$ cat config.mk
export PLATFORM = sky130hd
export DESIGN_NAME = uart_rx_oversampled
export DESIGN_NICKNAME = d
export VERILOG_FILES = /design/src/rtl/uart_pkg.sv /design/src/rtl/uart_sync_2ff.sv /design/src/rtl/uart_rx_oversampled.sv
export SDC_FILE = /design/constraint.sdc
export NUM_CORES = 1
export LEC_CHECK = 0
export ABC_CLOCK_PERIOD_IN_PS = 3900
export BUFFER_PORTS_ARGS = -buffer_cell sky130_fd_sc_hd__buf_2
export CORE_MARGIN = 2
export CORE_UTILIZATION = 35
export DETAILED_ROUTE_END_ITERATION = 7
export GPL_TIMING_DRIVEN = 0
export PLACE_DENSITY = 0.59
export SLEW_MARGIN = 25
export SYNTH_ARGS = -nofsm -noshare
export SYNTH_HDL_FRONTEND = slang
export SYNTH_SLANG_ARGS = --single-unit
export TNS_END_PERCENT = 20
$ cat constraint.sdc
create_clock -name clk -period 3.9 [get_ports clk]
set_input_delay 0.585 -clock clk [delete_from_list [all_inputs] [get_ports clk]]
set_output_delay 0.585 -clock clk [all_outputs]
set_load 0.02 [all_outputs]
$ cat src/rtl/uart_pkg.sv
// Shared UART definitions: receiver state encoding, frame bit levels and the baud divider
// calculation used by both uart_tx and uart_rx_oversampled.
package uart_pkg;

  typedef enum logic [2:0] {
    StIdle,
    StStart,
    StData,
    StParity,
    StStop,
    StBreak
  } uart_state_e;

  localparam logic START_BIT = 1'b0;
  localparam logic STOP_BIT  = 1'b1;

  function automatic int unsigned calc_baud_div(input int unsigned clk_freq,
                                                input int unsigned baud_rate);
    return clk_freq / baud_rate;
  endfunction

endpackage

$ cat src/rtl/uart_sync_2ff.sv
// Two-flop synchronizer for a single asynchronous input; both flops reset to RESET_VALUE.
module uart_sync_2ff #(
  parameter logic RESET_VALUE = 1'b1
) (
  input  logic clk,
  input  logic reset,
  input  logic d,
  output logic q
);

  logic meta_q;
  logic sync_q;

  always_ff @(posedge clk) begin
    if (reset) begin
      meta_q <= RESET_VALUE;
      sync_q <= RESET_VALUE;
    end else begin
      meta_q <= d;
      sync_q <= meta_q;
    end
  end

  assign q = sync_q;

endmodule

$ cat src/rtl/uart_rx_oversampled.sv
// UART receiver with input synchronizer, false-start rejection, 3-sample majority voting and
// framing-error detection. Define UART_RX_PARITY_EN to add an even-parity bit and parity_error.
module uart_rx_oversampled
  import uart_pkg::*;
#(
  parameter int unsigned CLK_FREQUENCY = 50_000_000,
  parameter int unsigned BAUD_RATE     = 115_200,
  parameter int unsigned DATA_BITS     = 8
) (
  input  logic                 clk,
  input  logic                 reset,
  input  logic                 received_bit,
  output logic [DATA_BITS-1:0] data_received,
  output logic                 data_valid,
  output logic                 framing_error,
`ifdef UART_RX_PARITY_EN
  output logic                 parity_error,
`endif
  output logic                 busy
);

  localparam int unsigned BAUD_DIV = calc_baud_div(CLK_FREQUENCY, BAUD_RATE);
  localparam int unsigned HALF     = BAUD_DIV / 2;
  localparam int unsigned CNT_W    = $clog2(BAUD_DIV);

  localparam logic [CNT_W-1:0] CNT_MAX  = CNT_W'(BAUD_DIV - 1);
  localparam logic [CNT_W-1:0] CNT_SMP0 = CNT_W'(HALF - 1);
  localparam logic [CNT_W-1:0] CNT_SMP1 = CNT_W'(HALF);
  localparam logic [CNT_W-1:0] CNT_EVAL = CNT_W'(HALF + 1);
  localparam logic [3:0]       LAST_BIT = 4'(DATA_BITS - 1);

  if (BAUD_DIV < 4) begin : g_baud_check
    $error("uart_rx_oversampled: BAUD_DIV must be at least 4");
  end

  logic rx_s;

  uart_sync_2ff #(
    .RESET_VALUE (1'b1)
  ) u_sync (
    .clk   (clk),
    .reset (reset),
    .d     (received_bit),
    .q     (rx_s)
  );

  uart_state_e          state_q, state_d;
  logic [CNT_W-1:0]     cnt_q, cnt_d;
  logic [3:0]           bit_idx_q, bit_idx_d;
  logic [DATA_BITS-1:0] shift_q, shift_d;
  logic [DATA_BITS-1:0] data_q, data_d;
  logic                 s0_q, s0_d, s1_q, s1_d;
  logic                 valid_q, valid_d;
  logic                 ferr_q, ferr_d;
  logic                 maj;
  logic                 eval;
`ifdef UART_RX_PARITY_EN
  logic                 par_bad_q, par_bad_d;
  logic                 perr_q, perr_d;
`endif

  // Third vote is the live sample at tgt+1; the first two were captured at tgt-1 and tgt.
  assign maj  = (s0_q & s1_q) | (s0_q & rx_s) | (s1_q & rx_s);
  assign eval = (cnt_q == CNT_EVAL);

  always_comb begin
    state_d   = state_q;
    cnt_d     = (cnt_q == CNT_MAX) ? '0 : cnt_q + CNT_W'(1);
    bit_idx_d = bit_idx_q;
    shift_d   = shift_q;
    data_d    = data_q;
    s0_d      = (cnt_q == CNT_SMP0) ? rx_s : s0_q;
    s1_d      = (cnt_q == CNT_SMP1) ? rx_s : s1_q;
    valid_d   = 1'b0;
    ferr_d    = 1'b0;
`ifdef UART_RX_PARITY_EN
    par_bad_d = par_bad_q;
    perr_d    = 1'b0;
`endif
    case (state_q)
      StIdle: begin
        cnt_d = '0;
        if (rx_s == START_BIT) state_d = StStart;
      end
      StStart: begin
        // Counting on past HALF+1 keeps the wrap point on bit boundaries, so later bits
        // are sampled around their centres without reloading the counter.
        if (eval) begin
          if (maj != START_BIT) begin
            state_d = StIdle;
          end else begin
            state_d   = StData;
            bit_idx_d = '0;
          end
        end
      end
      StData: begin
        if (eval) begin
          shift_d = {maj, shift_q[DATA_BITS-1:1]};
          if (bit_idx_q == LAST_BIT) begin
`ifdef UART_RX_PARITY_EN
            state_d = StParity;
`else
            state_d = StStop;
`endif
          end else begin
            bit_idx_d = bit_idx_q + 4'd1;
          end
        end
      end
`ifdef UART_RX_PARITY_EN
      StParity: begin
        if (eval) begin
          par_bad_d = maj ^ (^shift_q);
          state_d   = StStop;
        end
      end
`endif
      StStop: begin
        if (eval) begin
          if (maj == STOP_BIT) begin
            state_d = StIdle;
`ifdef UART_RX_PARITY_EN
            if (par_bad_q) begin
              perr_d = 1'b1;
            end else begin
              valid_d = 1'b1;
              data_d  = shift_q;
            end
`else
            valid_d = 1'b1;
            data_d  = shift_q;
`endif
          end else begin
            ferr_d  = 1'b1;
            state_d = StBreak;
          end
        end
      end
      StBreak: begin
        if (rx_s == STOP_BIT) state_d = StIdle;
      end
      default: state_d = StIdle;
    endcase
  end

  always_ff @(posedge clk) begin
    if (reset) begin
      state_q   <= StIdle;
      cnt_q     <= '0;
      bit_idx_q <= '0;
      shift_q   <= '0;
      data_q    <= '0;
      s0_q      <= 1'b1;
      s1_q      <= 1'b1;
      valid_q   <= 1'b0;
      ferr_q    <= 1'b0;
`ifdef UART_RX_PARITY_EN
      par_bad_q <= 1'b0;
      perr_q    <= 1'b0;
`endif
    end else begin
      state_q   <= state_d;
      cnt_q     <= cnt_d;
      bit_idx_q <= bit_idx_d;
      shift_q   <= shift_d;
      data_q    <= data_d;
      s0_q      <= s0_d;
      s1_q      <= s1_d;
      valid_q   <= valid_d;
      ferr_q    <= ferr_d;
`ifdef UART_RX_PARITY_EN
      par_bad_q <= par_bad_d;
      perr_q    <= perr_d;
`endif
    end
  end

  assign data_received = data_q;
  assign data_valid    = valid_q;
  assign framing_error = ferr_q;
`ifdef UART_RX_PARITY_EN
  assign parity_error  = perr_q;
`endif
  assign busy          = (state_q != StIdle);

endmodule
==> results of run 1 <==
state kept, by name, summed over array words and instances, names as in the netlist:
signal         count
data_valid         1
shift_q            8
bit_idx_q          4
state_q            3
u_sync.q           1
framing_error      1
s1_q               1
u_sync.meta_q      1
data_received      8
s0_q               1
cnt_q              9
power by group through the flow:
stage	registers, W	clock network, W	logic, W
finish	0.000411	0.000406	0.000126
global route	0.000414	0.000437	0.000141
CTS	0.000412	0.000416	0.000127
detailed placement	0.000421	0	0.000127
global placement	0.000421	0	0.000127
floorplan	0.000418	0	0.000100
layer usage:
metal / vias up / track usage, % / wire, um
met5: - / 0 / 0
met4: 0 / 4.848 / 53
met3: 6 / 6.036 / 155
met2: 17 / 18.15 / 1323
met1: 594 / 17.09 / 1560
li1: 655 / - / -
worst max-delay path by stage:
| stage | from | endpoint | slack, ns | depth (start not counted) |
|---|---|---|---|---|
| global placement | cnt_q[0] | data_received[0] | 1.99 | 6 |
| CTS | state_q[2] | busy | 1.92 | 3 |
| floorplan | state_q[2] | state_q[0] | 2.19 | 5 |
| detailed placement | cnt_q[0] | data_received[3] | 2.00 | 6 |
| global route | cnt_q[0] | data_received[2] | 1.82 | 6 |
| finish | state_q[2] | busy | 1.93 | 3 |
cells by family (layout without fill, tap and decap cells):
group	Yosys count	in the layout
simple gates	73	73
flops	38	38
mux	20	20
compound gates	17	17
buf+inv	12	33
xor+xnor	8	8
fa+ha+maj	6	6
stage by stage:
| step | power, W | setup WS, ns | area, um2 | cells | util (%) |
|---|---|---|---|---|---|
| after floorplan | 0.0005184 | 2.189 | 1710 | 174 | - |
| after global placement | 0.0005472 | 1.991 | 1859 | 254 | 39.36 |
| after detailed placement | 0.0005479 | 2.001 | 1859 | 254 | 39.36 |
| after CTS | 0.0009547 | 1.915 | 1997 | 262 | 42.28 |
| after global routing | 0.0009917 | 1.821 | 1997 | 262 | 42.28 |
| final | 0.0009435 | 1.929 | 1997 | 262 | 42.28 |
synthesized netlist by cell type (3+ instances only):
cell / number / share of area (%)
inv_1: 5 / 1.1
o21ai_0: 3 / 0.88
clkbuf_1: 3 / 0.66
nand3b_1: 3 / 1.3
nand3_1: 6 / 1.8
nor2_1: 29 / 6.4
mux2i_1: 18 / 11
nor2b_1: 3 / 1.1
xnor2_1: 6 / 3.1
nand4_1: 4 / 1.5
ha_1: 5 / 3.7
dfxtp_1: 38 / 44
nand2b_1: 4 / 1.5
buf_2: 3 / 0.88
or4_1: 3 / 1.3
a21oi_1: 4 / 1.2
cell type report:
type | count | area [um2]
Buffer | 7 | 37.54
Clock buffer | 5 | 68.82
Clock inverter | 3 | 68.82
Fill cell | 468 | 2726
Inverter | 5 | 18.77
Multi-Input combinational cell | 124 | 893.4
Sequential cell | 38 | 760.7
Tap cell | 67 | 83.83
Timing Repair Buffer | 13 | 65.06
==> flow_metrics.env, run 1 <==
export IMPL_yosysWarnings=0
export IMPL_switching_power_w=0.0002355
export IMPL_worstSetupEndpointType="output port"
export IMPL_postCtsSetupBuffers=0
export IMPL_run_status="finished, final reports clean"
export IMPL_clk_latency_ns=0.30
export IMPL_cpMostUsedCell="buf_2"
export IMPL_postRouteWirelength_um=3093
export IMPL_syn_cell_area_um2=1710
export IMPL_avgRoutedWirePerCell_um=11.81
export IMPL_setup_viol=0
export IMPL_critical_path_type="register to output port"
export IMPL_post_cts_resized=0
export IMPL_power_frac_seq_pct=43.6
export IMPL_tritoncts_clock_tree="done"
export IMPL_cts_max_path_buffers=2
export IMPL_diodes=0
export IMPL_floorplan_die_height_um=73.91
export IMPL_final_setup_skew_ns=0.007146
export IMPL_die_w_um=73.91
export IMPL_yosys_register_bits=38
export IMPL_synth_edff_count=0
export IMPL_cp_slowest_stage_delay_ns=0.39
export IMPL_detail_route_vias_per_cell=4.855
export IMPL_post_route_cells_drive_above_1_share_pct=17.95
export IMPL_min_period_over_period_pct=50.55
export IMPL_synth_nets=182
export IMPL_vdd_ir_drop_max_mv=0.2298
export IMPL_grt_max_degree=14
export IMPL_leakagePower_nw=0.8566
export IMPL_critPathMaxFanout=10
export IMPL_worstMarginPinSlew_ns=0.6178
export IMPL_cp_cell_sequence="buf_2 > or3_1 > buf_2"
export IMPL_synthAdderAreaFrac_pct=4.316
export IMPL_start_kind="register"
export IMPL_regToRegSetupSlack_ns=2.01
export IMPL_cts_clk_slew_worst_paths_ns=0.08
export IMPL_seq_area_frac_synth_pct=44.48
export IMPL_slew_viol_final=0
export IMPL_synthMuxAreaShare_pct=11.85
export IMPL_worst_hold_path_type="register to register"
export IMPL_route_vias_total=1272
export IMPL_cp_slowest_cell="or3_1"
export IMPL_dp_final_hpwl_um=2101
export IMPL_grt_pass1_vias=1153
export IMPL_postSynth_asyncResetShare_pct=0
export IMPL_timing_hold_worst_start="u_sync.meta_q"
export IMPL_max_slew_margin_pct=58.69
export IMPL_min_to="u_sync.q"
export IMPL_synth_avg_cell_area_um2=9.830
export IMPL_rows=25
export IMPL_r2r_start="cnt_q[0]"
export IMPL_cts_hold_repair_buffers=0
export IMPL_finalNetCount=202
export IMPL_drt_initial_drc_count=57
export IMPL_synth_top_family_by_area="simple AND/OR/NAND/NOR gates"
export IMPL_place_congestion=0.8226
export IMPL_worst_path_dominant_cell_family="simple AND/OR/NAND/NOR gates"
export IMPL_post_synth_inst_count=174
export IMPL_synth_simple_area_share_pct=24.51
export IMPL_floorplan_initialDensity_pct=36.21
export IMPL_internal_power_w=0.0007080
export IMPL_timing_critical_path_arrival_ns=1.39
export IMPL_grt_overflow_total=0
export IMPL_finalCriticalPeriod_ns=1.971
export IMPL_clock_sinks=38
export IMPL_antenna_found_initial=0
export IMPL_die_area_um2=5462
export IMPL_maxCapViolCount=0
export IMPL_synth_flop_cell="dfxtp_1"
export IMPL_synth_compound_area_share_pct=7.462
export IMPL_cts_inserted_buffers=5
export IMPL_drtPass1Iterations=4
export IMPL_mostFrequentLayoutCells="dfxtp_1, nor2_1, mux2i_1, buf_2"
export IMPL_cp_num_buf_inv=2
export IMPL_power_switching_share_pct=24.96
export IMPL_clk_root_buffer_cell="clkbuf_8"
export IMPL_setup_repair_after_global_routing_missed_its_margin="false"
export IMPL_drtAntennaViolNets=0
export IMPL_netlist_cell_type_count=43
export IMPL_buffer_ports_inserted=13
export IMPL_layout_cells_most_common="dfxtp_1"
export IMPL_crit_reg_reg_endpoint="data_received[4]"
export IMPL_power_frac_comb_pct=13.3
export IMPL_htreeDepth=2
export IMPL_tns_ns=0
export IMPL_finalHoldViolCount=0
export IMPL_hold_path_cell_count=1
export IMPL_yosys_area_share_xor_xnor_pct=4.097
export IMPL_area_growth_synth_to_final_pct=16.75
export IMPL_floorplan_core_area_um2=4723
export IMPL_holdWs_ns=0.4104
export IMPL_worst_endpoint_required_ns=3.31
export IMPL_clock_power_share_pct=43.0
export IMPL_grt_pass1_wl_um=5313
export IMPL_timing_fmax_ghz=0.5072
export IMPL_number_of_top_level_pins=14
export IMPL_worst_r2r_cell_count=6
export IMPL_groute_usage_overall_pct=12.87
export IMPL_drc_errors=0
export IMPL_cellPowerDensity_nw_per_um2=472.5
Power figures use the tool's default switching activity.
==> inputs of run 2 (changes only) <==
- ABC_CLOCK_PERIOD_IN_PS: 3900 -> 1900
- clock period: 3.9 -> 1.9 ns (I/O delays scaled with it)
==> run 2 against run 1 <==
- hold slack lost 0.24 ns
- count of clock-buffer cells in the layout unchanged
- non-clock buffer count rose by 2
- setup slack got worse by 1.8 ns
- utilization grew 0.45 points
- total power rose by 110%
- sequential power up 110%
- die area stayed put
- sequential cell count did not move
- clock skew hardly changed
- wire length rose by 1.6%
- register-to-register slack got worse by 1.9 ns
- largest power group unchanged
==> flow_metrics.env, run 2 (synthesis gave the netlist of run 1 again) <==
export IMPL_run_status="finished, final reports clean"
export IMPL_regToRegSetupSlack_ns=0.09
export IMPL_report_power_total_w=0.001944
export IMPL_grt_max_degree=14
export IMPL_final_setup_skew_ns=0.006878
export IMPL_area_growth_synth_to_final_pct=18.00
export IMPL_clk_root_buffer_cell="clkbuf_8"
export IMPL_cts_clk_slew_worst_paths_ns=0.08
export IMPL_setup_repair_after_global_routing_missed_its_margin="true"
export IMPL_timing_fmax_ghz=0.5532
export IMPL_setup_viol=0
export IMPL_worstSetupEndpointType="register"
export IMPL_grt_pass1_vias=1153
export IMPL_leakagePower_nw=0.8659
export IMPL_grt_met1_usage_pct=17.09
export IMPL_layout_cells_most_common="dfxtp_1"
export IMPL_clock_power_share_pct=42.9
export IMPL_htreeDepth=2
export IMPL_rows=25
export IMPL_max_slew_margin_pct=67.38
export IMPL_clock_sinks=38
export IMPL_start_kind="register"
export IMPL_min_period_over_period_pct=95.14
export IMPL_drt_initial_drc_count=69
export IMPL_cellPowerDensity_nw_per_um2=963.2
export IMPL_finalHoldViolCount=0
export IMPL_critPathMaxFanout=10
export IMPL_drtAntennaViolNets=0
export IMPL_worst_hold_path_type="primary input to register"
export IMPL_maxCapViolCount=0
export IMPL_mostFrequentLayoutCells="dfxtp_1, nor2_1, mux2i_1, buf_2"
export IMPL_post_route_cells_drive_above_1_share_pct=20.30
export IMPL_slew_viol_final=0
export IMPL_drtPass1Iterations=4
export IMPL_largest_register_ffs=9
export IMPL_worstMarginPinSlew_ns=0.4884
export IMPL_worstSetupStartpoint="state_q[2]"
export IMPL_power_frac_seq_pct=43.6
export IMPL_utilization_pct=42.73
export IMPL_postRouteWirelength_um=3142
export IMPL_power_frac_comb_pct=13.4
export IMPL_floorplan_core_area_um2=4723
export IMPL_r2r_start="state_q[2]"
export IMPL_detail_route_vias_per_cell=4.920
export IMPL_finalNetCount=204
export IMPL_dp_final_hpwl_um=2101
export IMPL_groute_layer_met2_usage_pct=18.15
export IMPL_finalCriticalPeriod_ns=1.808
export IMPL_min_to="u_sync.meta_q"
export IMPL_cts_inserted_buffers=5
export IMPL_die_area_um2=5462
export IMPL_internal_power_w=0.001459
export IMPL_place_congestion=0.8226
export IMPL_die_w_um=73.91
export IMPL_grt_most_used_layer="met2"
export IMPL_clk_latency_ns=0.30
export IMPL_timing_critical_path_arrival_ns=2.00
export IMPL_groute_usage_overall_pct=12.87
export IMPL_power_switching_share_pct=24.94
export IMPL_detailed_place_area_um2=1859
export IMPL_tritoncts_clock_tree="done"
export IMPL_grt_overflow_total=0
export IMPL_buffer_ports_inserted=13
export IMPL_crit_reg_reg_endpoint="state_q[0]"
export IMPL_floorplan_die_height_um=73.91
export IMPL_diodes=0
export IMPL_avgRoutedWirePerCell_um=11.90
export IMPL_number_of_top_level_pins=14
export IMPL_worst_r2r_cell_count=5
export IMPL_worst_endpoint_required_ns=2.09
export IMPL_hold_path_cell_count=2
export IMPL_switching_power_w=0.0004847
export IMPL_cts_max_path_buffers=2
export IMPL_vdd_ir_drop_max_mv=0.4726
export IMPL_critical_path_type="register to register"
export IMPL_max_flop_register="cnt_q"
export IMPL_timing_hold_worst_start="received_bit"
export IMPL_drc_errors=0
export IMPL_grt_pass1_wl_um=5313
export IMPL_final_design_area_no_fill_um2=2018
export IMPL_floorplan_initialDensity_pct=36.21
export IMPL_route_vias_total=1299
export IMPL_globalRouteMet3Util_pct=6.036
export IMPL_antenna_found_initial=0
==> run 2: layout make-up <==
cell class | count | area, um2
clock inverters | 3 | 68.82
clock buffers | 5 | 68.82
well taps | 67 | 83.83
flip-flops and latches | 38 | 764.5
plain buffers | 7 | 40.04
multi-input cells | 124 | 893.4
repair buffers | 15 | 80.08
fillers | 468 | 2705
inverters | 5 | 18.77
==> run 2: metrics by stage <==
| step | hold WS (ns) | setup WS [ns] | TNS, ns | std cells |
|---|---|---|---|---|
| floorplan | 0.3888 | 0.1892 | 0 | 174 |
| global placement | 0.3937 | -0.009458 | -0.03493 | 254 |
| detailed placement | 0.3923 | 0.0008811 | 0 | 254 |
| CTS | 0.1661 | 0.005549 | 0 | 262 |
| global route | 0.1631 | -0.01589 | -0.03421 | 264 |
| finish | 0.1739 | 0.09240 | 0 | 264 |
==> run 2: layer usage <==
metal | wire [um] | part of all wire, %
met1 | 1564 | 50
met4 | 56 | 1.8
met2 | 1352 | 43
met5 | 0 | 0
met3 | 169 | 5.4
==> run 2: timing repair <==
action,4_1_cts,5_1_grt
pin swaps,1,2
gates resized for setup,0,4
cloned,0,0
setup endpoints to repair,8,22
setup buffers,0,2
hold buffers,0,0
==> run 2: worst max-delay path, stage by stage, from the launching register on <==
cell      delay, ns
dfxtp_2        0.34
clkbuf_4       0.17
or3b_2         0.46
a21oi_1        0.17
a221o_1        0.21
mux2_2         0.34
==> run 2: worst max-delay path by stage <==
stage               slack, ns                to  cells after the start
global placement       -0.009  data_received[0]                      6
finish                   0.09        state_q[0]                      5
detailed placement     0.0009  data_received[3]                      6
floorplan                0.19        state_q[0]                      5
global route            -0.02        state_q[1]                      6
CTS                     0.006  data_received[0]                      6
==> run 2: power by group through the flow <==
stage / registers, W / logic [W] / clock network [W]
after global routing: 0.000853 / 0.000292 / 0.000897
after global placement: 0.000864 / 0.000260 / 0
after floorplan: 0.000859 / 0.000205 / 0
after CTS: 0.000845 / 0.000262 / 0.000853
final: 0.000848 / 0.000261 / 0.000835
after detailed placement: 0.000864 / 0.000260 / 0
